File: config.mk
export PLATFORM = sky130hd
export DESIGN_NAME = register_scoreboard
export DESIGN_NICKNAME = d
export VERILOG_FILES = /design/src/rtl/register_scoreboard.sv
export SDC_FILE = /design/constraint.sdc
export NUM_CORES = 1
export LEC_CHECK = 0
export CAP_MARGIN = 25
export CORE_MARGIN = 2
export CORE_UTILIZATION = 40
export CTS_CLUSTER_DIAMETER = 120
export DETAILED_ROUTE_END_ITERATION = 8
export GPL_ROUTABILITY_DRIVEN = 0
export PLACE_DENSITY = 0.73
export SLEW_MARGIN = 5
export SYNTH_ARGS = -nofsm -noshare
export SYNTH_HDL_FRONTEND = slang
export SYNTH_SLANG_ARGS = --single-unit
export TNS_END_PERCENT = 5
File: constraint.sdc
create_clock -name clk -period 2.1 [get_ports clk]
set_input_delay 0.42 -clock clk [delete_from_list [all_inputs] [get_ports clk]]
set_output_delay 0.42 -clock clk [all_outputs]
set_load 0.03 [all_outputs]
File: src/rtl/register_scoreboard.sv
// Register scoreboard: per-register countdown of pipeline stages until writeback.
// Optional stall cycle counter enabled by defining SCOREBOARD_STALL_COUNT_EN.
module register_scoreboard #(
   parameter int ISSUE_DEPTH = 4
) (
   input  logic             clk,
   input  logic             reset,
   input  logic             issue_valid,
   input  logic [2:0]       issue_rd,
   input  logic             stall,
   input  logic             flush,
   output logic [7:0][2:0]  register_invalid,
   output logic             any_pending
`ifdef SCOREBOARD_STALL_COUNT_EN
   ,
   output logic [15:0]      stall_count
`endif
);

   localparam logic [2:0] LP_DEPTH = 3'(ISSUE_DEPTH);
   localparam logic [2:0] LP_LOAD  = 3'(ISSUE_DEPTH - 1);

   logic [7:0][2:0] r_inv;
   logic [7:0][2:0] w_inv_next;
   logic            w_issue_en;

   assign w_issue_en = issue_valid & ~stall & ~flush;

   // Flush outranks stall; a fresh issue overrides whatever aging produced.
   always_comb begin
      w_inv_next = '0;
      for (int unsigned i = 0; i < 8; i++) begin
         if (flush) begin
            if (r_inv[i] >= LP_LOAD)
               w_inv_next[i] = '0;
            else if (r_inv[i] != '0)
               w_inv_next[i] = r_inv[i] - 3'd1;
         end else if (stall) begin
            if (r_inv[i] == LP_DEPTH)
               w_inv_next[i] = r_inv[i];
            else if (r_inv[i] != '0)
               w_inv_next[i] = r_inv[i] - 3'd1;
         end else begin
            if (r_inv[i] != '0)
               w_inv_next[i] = r_inv[i] - 3'd1;
            if (w_issue_en && (issue_rd == 3'(i)))
               w_inv_next[i] = LP_LOAD;
         end
      end
   end

   always_ff @(posedge clk) begin
      if (reset)
         r_inv <= '0;
      else
         r_inv <= w_inv_next;
   end

   assign register_invalid = r_inv;
   assign any_pending      = |r_inv;

`ifdef SCOREBOARD_STALL_COUNT_EN
   logic [15:0] r_stall_count;

   always_ff @(posedge clk) begin
      if (reset)
         r_stall_count <= '0;
      else if (stall && (r_stall_count != '1))
         r_stall_count <= r_stall_count + 16'd1;
   end

   assign stall_count = r_stall_count;
`endif

endmodule

# Word-level counts from Yosys, hierarchy flattened
# Index checks and enable logic that the tools add are counted.
dict set report totals {
  wordCells 117
  out_inout_bits 25
  in_bits 8
  register_bits 24
}
dict set report classes {
  bitwise_logic 4
  mux 48
  n_eq_ne 23
  reduce_logical 18
  add_sub_neg 8
  magnitude_cmp 8
}
# op count
set op_table {}
lappend op_table {{$mux 3} 48}
lappend op_table {{$eq 3x3->1 const B} 12}
lappend op_table {{$ge 3x2->1 const B} 8}
lappend op_table {{$ne 3x3->1 const B} 8}
lappend op_table {{$reduce_bool 3->1} 8}
lappend op_table {{$reduce_or 24->1} 1}
lappend op_table {{$sub 3x1->3 const B} 8}
lappend op_table {{$logic_and 1x1->1} 8}
lappend op_table {{$eq 3x2->1 const B} 2}
lappend op_table {{$eq 3x1->1 const B} 1}
lappend op_table {{$logic_not 3->1} 1}
lappend op_table {{$and 1x1->1} 2}
lappend op_table {{$not 1->1} 2}

# Logic depth before layout (Yosys ltp)
dict set report logic_depth {
  word_depth 7
  ltp_mapped 5
  ltp_nobuf 3
}

# Least setup slack after synthesis
# No wires, ideal clock.
dict set report synth_path {
  path_type {reg2out}
  start {reg r_inv (netlist bit register_invalid[15])}
  end {out any_pending}
  path_stages_with_launch 5
  n_path_buf 1
  t_required_ns 1.680
  arrival_time_ns 1.410
  setup_slack_ns 0.270
  cell_sequence {dfxtp_1 buf_2 nor4_1 nand2_1 or3_1}
}
dict set report synth_via {
  elab_chain_cells 1
}
# element line_no
set synth_rtl {}
lappend synth_rtl {{from (decl)} 23} ;# logic [7:0][2:0] r_inv;
lappend synth_rtl {{from (signal assigned)} 56} ;# r_inv <= w_inv_next;
lappend synth_rtl {{$reduce_or 24->1} 60} ;# assign any_pending = |r_inv;
lappend synth_rtl {{to (decl)} 13} ;# output logic any_pending
# No other way between the ends.

# Final worst setup path
# Ends and elaborated chain as after synthesis.

==> results_dict.tcl <==
set metrics [dict create \
    outcome "finished clean" \
    max-clock-path-buffers 2 \
    synthArstFlopShare 0 \
    ant_nets 0 \
    synth_area_mm2 0.00139 \
    critical-path-top-delay-family "simple AND/OR/NAND/NOR gates" \
    final_cells 262 \
    htree_levels 1 \
    synth_cell_types 35 \
    drive_above_1_share 0.255 \
    pwr-share-seq 0.492 \
    first_pass_iters 4 \
    grt.total_usage 0.215 \
    drv_slew 0 \
    timing.rr.start "register_invalid[14]" \
    path_buf_inv 1 \
    grt_max_degree 15 \
    cts.sinks 24 \
    pre_cts_slack_ns 0.0469 \
    start_util 0.417 \
    switching_share 0.245 \
    ys_dominant_reg_cell "dfxtp_1" \
    layout_commonest_cell "buf_4" \
    coreArea_mm2 0.00334 \
    netlist_instances 157 \
    post_drt_via_cell_ratio 5.89 \
    first_global_vias 1451 \
    setup_viol 0 \
    p_clk_frac 0.381 \
    seq_area_frac_synth 0.345 \
    largest_register_ffs 24 \
    avgSynthCellArea_um2 8.87 \
    ys_warn_count 0 \
    cts.clk_slew.worst_paths_ns 0.14 \
    numPortBuffers 32 \
    floorplan.rows 21 \
    ioPinCount 33 \
    start_kind "flip-flop" \
    worstPathArrival_ns 1.67 \
    mostFrequentLayoutCells "33 x buf_4, 30 x clkdlybuf4s50_1, 23 x dfxtp_1" \
    yosys.area.top_type "dfxtp_1" \
    drt-total-wl_um 4250 \
    antennaDiodeCount 0 \
    yosys-top-cells-area "dfxtp_1 35%, a221oi_1 5.7%, o2111a_1 5.7%" \
    syn_nets 165 \
    gr-usage-met2 0.366 \
    grt_antenna_before_repair 0 \
    worst_pin_slew_ns 0.436 \
    crit_slowest_cell "or3_1" \
    critical_path_class "flip-flop to primary output" \
    grt_pass1_wl_um 6730 \
    worstPathRequired_ns 1.68 \
    final_cell_area_mm2 0.00204 \
    fin_crit_ns 2.09 \
    critical_path.startpoint "register_invalid[15]" \
    hold_buffers 0 \
    p_sw_mw 0.229 \
    hold_violations 0 \
    met3_usage 0.0432 \
    skew_ns 0.00474 \
    dieHeight_um 63.0 \
    place_area_mm2 0.00196 \
    die_w_um 63.0 \
    tns_ns 0 \
    p_per_area_mw_per_mm2 458 \
    ff2ff_path_depth 4 \
    crit_fanout 2 \
    path_cells "nor4_2 -> nand2_1 -> or3_1 -> buf_6" \
    drt_iter0_markers 73 \
    setup_ws_ns 0.0112 \
    whs_path_depth 2 \
    route.detailed.drc 0 \
    cts_tree "yes" \
    grt_overflow 0 \
    cts_root_buffer "clkbuf_4" \
    combPwrFrac 0.127 \
    power.internal_mw 0.705 \
    min_path_type "flip-flop to flip-flop" \
    synth-edff-count 0 \
    synth.ff_latch_count 24 \
    wl_per_cell_um 16.2 \
    p_leak_nw 0.790 \
    grtUsageMet1 0.262 \
    cap_violations 0 \
    dp_hpwl_um 3100 \
    fmax_mhz 479 \
    slew_headroom 0.708 \
    power_mw 0.934 \
    cp_slowest_stage_delay_ns 0.40 \
    vias 1544 \
    cts_made_buffers 3 \
    fin_crit_sh 0.995 \
    hold_start "register_invalid[2]" \
    grt-busiest-layer "met2" \
    syn_to_final_growth_pct 46.3 \
    dp.cells 258 \
    nets 225 \
    clk_latency_ns 0.34 \
    dieArea_mm2 0.00397 \
    synth_top_area_share 0.345 \
    path_depth 4 \
    vdd_drop_max_uv 274 \
    crit_path_end_kind "primary output" \
]
## power by group through the flow
stage          Sequential [mW]  Combinational, mW  Clock [mW]
2_1_floorplan            0.474             0.0595           0
3_5_place_dp             0.469              0.115           0
6_report                 0.459              0.119       0.356
3_3_place_gp             0.469              0.113           0
5_1_grt                  0.460              0.126       0.382
4_1_cts                  0.459              0.115       0.360
## final timing paths
path                                        endpoint  slack (ns)
worst max-delay path                     any_pending        0.01
worst min-delay path             register_invalid[0]        0.65
worst max register to register  register_invalid[12]        0.91
worst min register to register   register_invalid[0]        0.65
## synth_stat cells, drive strengths merged, types with 5 or more instances
cell type / instances
a21oi: 9
or3: 8
nor3b: 5
nor2: 14
and3: 5
nor4: 7
a221oi: 11
dfxtp: 24
nand2: 9
inv: 10
nand2b: 7
buf: 6
o2111a: 7
## layout make-up
cell class / count / area, um^2
fill: 309 / 1300
inverter: 10 / 37.5
sequential: 24 / 482
multi-input combinational: 113 / 836
clock inverter: 1 / 30.0
clock buffer: 3 / 22.5
tap: 46 / 57.6
timing repair buffer: 65 / 572
## timing repair
action / CTS / global route
resized for setup: 5 / 9
pin swaps: 0 / 1
setup buffers: 0 / 0
endpoints found under the setup margin: 1 / 1
## worst register-to-register path, stage by stage (launching register included)
cell	delay, ns
dfxtp_1	0.43
buf_4	0.17
nor2_1	0.05
a211o_1	0.25
a211oi_1	0.22
## kinds of logic (layout without fill, tap and decap cells)
family,count (synthesis),count (layout),share of synthesized area
simple gates,66,66,0.302
compound gates,47,47,0.281
flops,24,24,0.345
buf+inv,20,79,0.0719
## through the flow
step,utilization,hold WS [ns]
final,0.610,0.647
after global routing,0.610,0.651
after CTS,0.600,0.600
after detailed placement,0.586,0.580
after global placement,0.586,0.572
after floorplan,-,0.642
## routing by layer
metal,part of all wire,vias up
li1,-,721
met2,0.47,58
met5,0,-
met4,0.021,0
met1,0.45,756
met3,0.059,9
Power figures use the tool's default switching activity.
==> patch, RTL diff (same flow settings) <==
Add a define of `SCOREBOARD_STALL_COUNT_EN`.
--- a/src/rtl/register_scoreboard.sv
+++ b/src/rtl/register_scoreboard.sv
@@ -1,5 +1,7 @@
 // Register scoreboard: per-register countdown of pipeline stages until writeback.
 // Optional stall cycle counter enabled by defining SCOREBOARD_STALL_COUNT_EN.
+`define SCOREBOARD_STALL_COUNT_EN
+
 module register_scoreboard #(
    parameter int ISSUE_DEPTH = 4
 ) (
Formal check against the unedited RTL (old outputs only; new: stall_count): equivalent (Yosys induction, for registers that start in step).
==> patch against the unedited design <==
- setup slack better by 0.15 ns
- non-clock buffer count is 23 higher
- power rose by 63%
- combinational power increased by 9%
- synthesized area increased by 47%
- design area grew 47%
- critical endpoint unchanged
- highest routed layer unchanged
- sequential cell count increased by 16
- sequential power up 68%
- routed wire length increased by 34%
- count of clock-buffer cells in the layout rose by 3
==> patch: results (changes against the unedited design) <==
htree depth = 2 (+1)
Crit. Startpoint = register_invalid[14]
Placed Cells = 408 (+58%)
post-cts resize count = 4 (-1)
worst hold start = stall_count[8]
switch share = 23.0% (-1.5 points)
r2r worst-path depth = 5 (+1)
vias per cell = 5.31 (-9.9%)
Cells after Synth = 258 (+64%)
number of global-route vias before repair = 2,014 (+39%)
Mapped Nets = 267 (+62%)
maximum number of pins on one net before global-route repair = 21 (+6)
Min Hold Slack = 0.515 ns (-0.133 ns)
CP peak stage delay = 0.38 ns (-0.02 ns)
worst r2r src = stall_count[0]
status = complete, no violations
Clock Latency Late Sink = 0.29 ns (-0.05 ns)
Relative slew margins = 58.4% (-12 points)
CTS Buf Count = 5 (+2)
P_leak = 1.15 nW (+46%)
clock slew at reported path FFs = 0.08 ns (-0.06 ns)
post-synth cell types = 38 (+8.6%)
post-synthesis sequential area ratio = 39.0% (+4.5 points)
Nets = 354 (+57%)
hpwl dp = 4170 µm (+35%)
Area contributors post-synth = dfxtp_1 39%, nor2_1 5.1%, and3_1 4.6%, nor2b_1 4.6%, o21ai_0 4.1%
end of the worst hold path = stall_count[8]
drt initial violations = 136 (+86%)
r2r setup slk = 0.29 ns (-0.62 ns)
CTS root buf = clkbuf_8
Synth Cell Area = 2050 µm² (+47%)
peak supply drop = 0.331 mV (+21%)
share of power burned in registers = 50.5% (+1.3 points)
==> patch: cell types whose count changed after synthesis, moves of 7 or more <==
cell | unedited run | this run
o21ai_0 | 0 | 17
dfxtp_1 | 24 | 40
nor2b_1 | 0 | 15
nor2_1 | 14 | 28
nor3_1 | 1 | 15
and3_1 | 5 | 15
nand2_1 | 9 | 18
a221oi_1 | 9 | 1
nand3_1 | 0 | 8
o31ai_1 | 0 | 7
or4_1 | 0 | 7
==> patch: worst min-delay path: stages (launching register included) <==
cell     delay, ns
dfxtp_1       0.34
o31ai_1       0.07
a21oi_1       0.06
==> patch: layout make-up <==
| cell class | instances | area, µm² |
|---|---|---|
| Clock buffer | 6 | 72.6 |
| Fill cell | 459 | 2040 |
| Sequential cell | 40 | 801 |
| Inverter | 4 | 15.0 |
| Multi-Input combinational cell | 206 | 1220 |
| Clock inverter | 2 | 35.0 |
| Tap cell | 70 | 87.6 |
| Timing Repair Buffer | 88 | 776 |
==> patch: metal layers <==
layer,routed length (µm),track usage [%]
met5,0,0
met4,66,6.82
met1,2600,26.1
met2,2760,34.3
met3,272,3.84
==> patch: kinds of logic (layout without fill, tap and decap cells) <==
family / Yosys count / in the layout / share of synthesized area, %
adders and majority gates: 1 / 1 / 0.609
buffers and inverters: 12 / 100 / 2.56
AOI/OAI and AO/OA: 52 / 52 / 15.4
muxes: 2 / 2 / 1.04
and+or+nand+nor: 151 / 151 / 41.4
DFF: 40 / 40 / 39.0
==> patch: per-stage QoR <==
step | power [W] | setup WS (ns) | setup TNS [ns]
floorplan | 0.000858 | 0.182 | 0
global placement | 0.000918 | -0.0905 | -0.202
detailed placement | 0.000919 | -0.0881 | -0.500
CTS | 0.00154 | 0.0249 | 0
global route | 0.00158 | 0.0769 | 0
finish | 0.00153 | 0.158 | 0
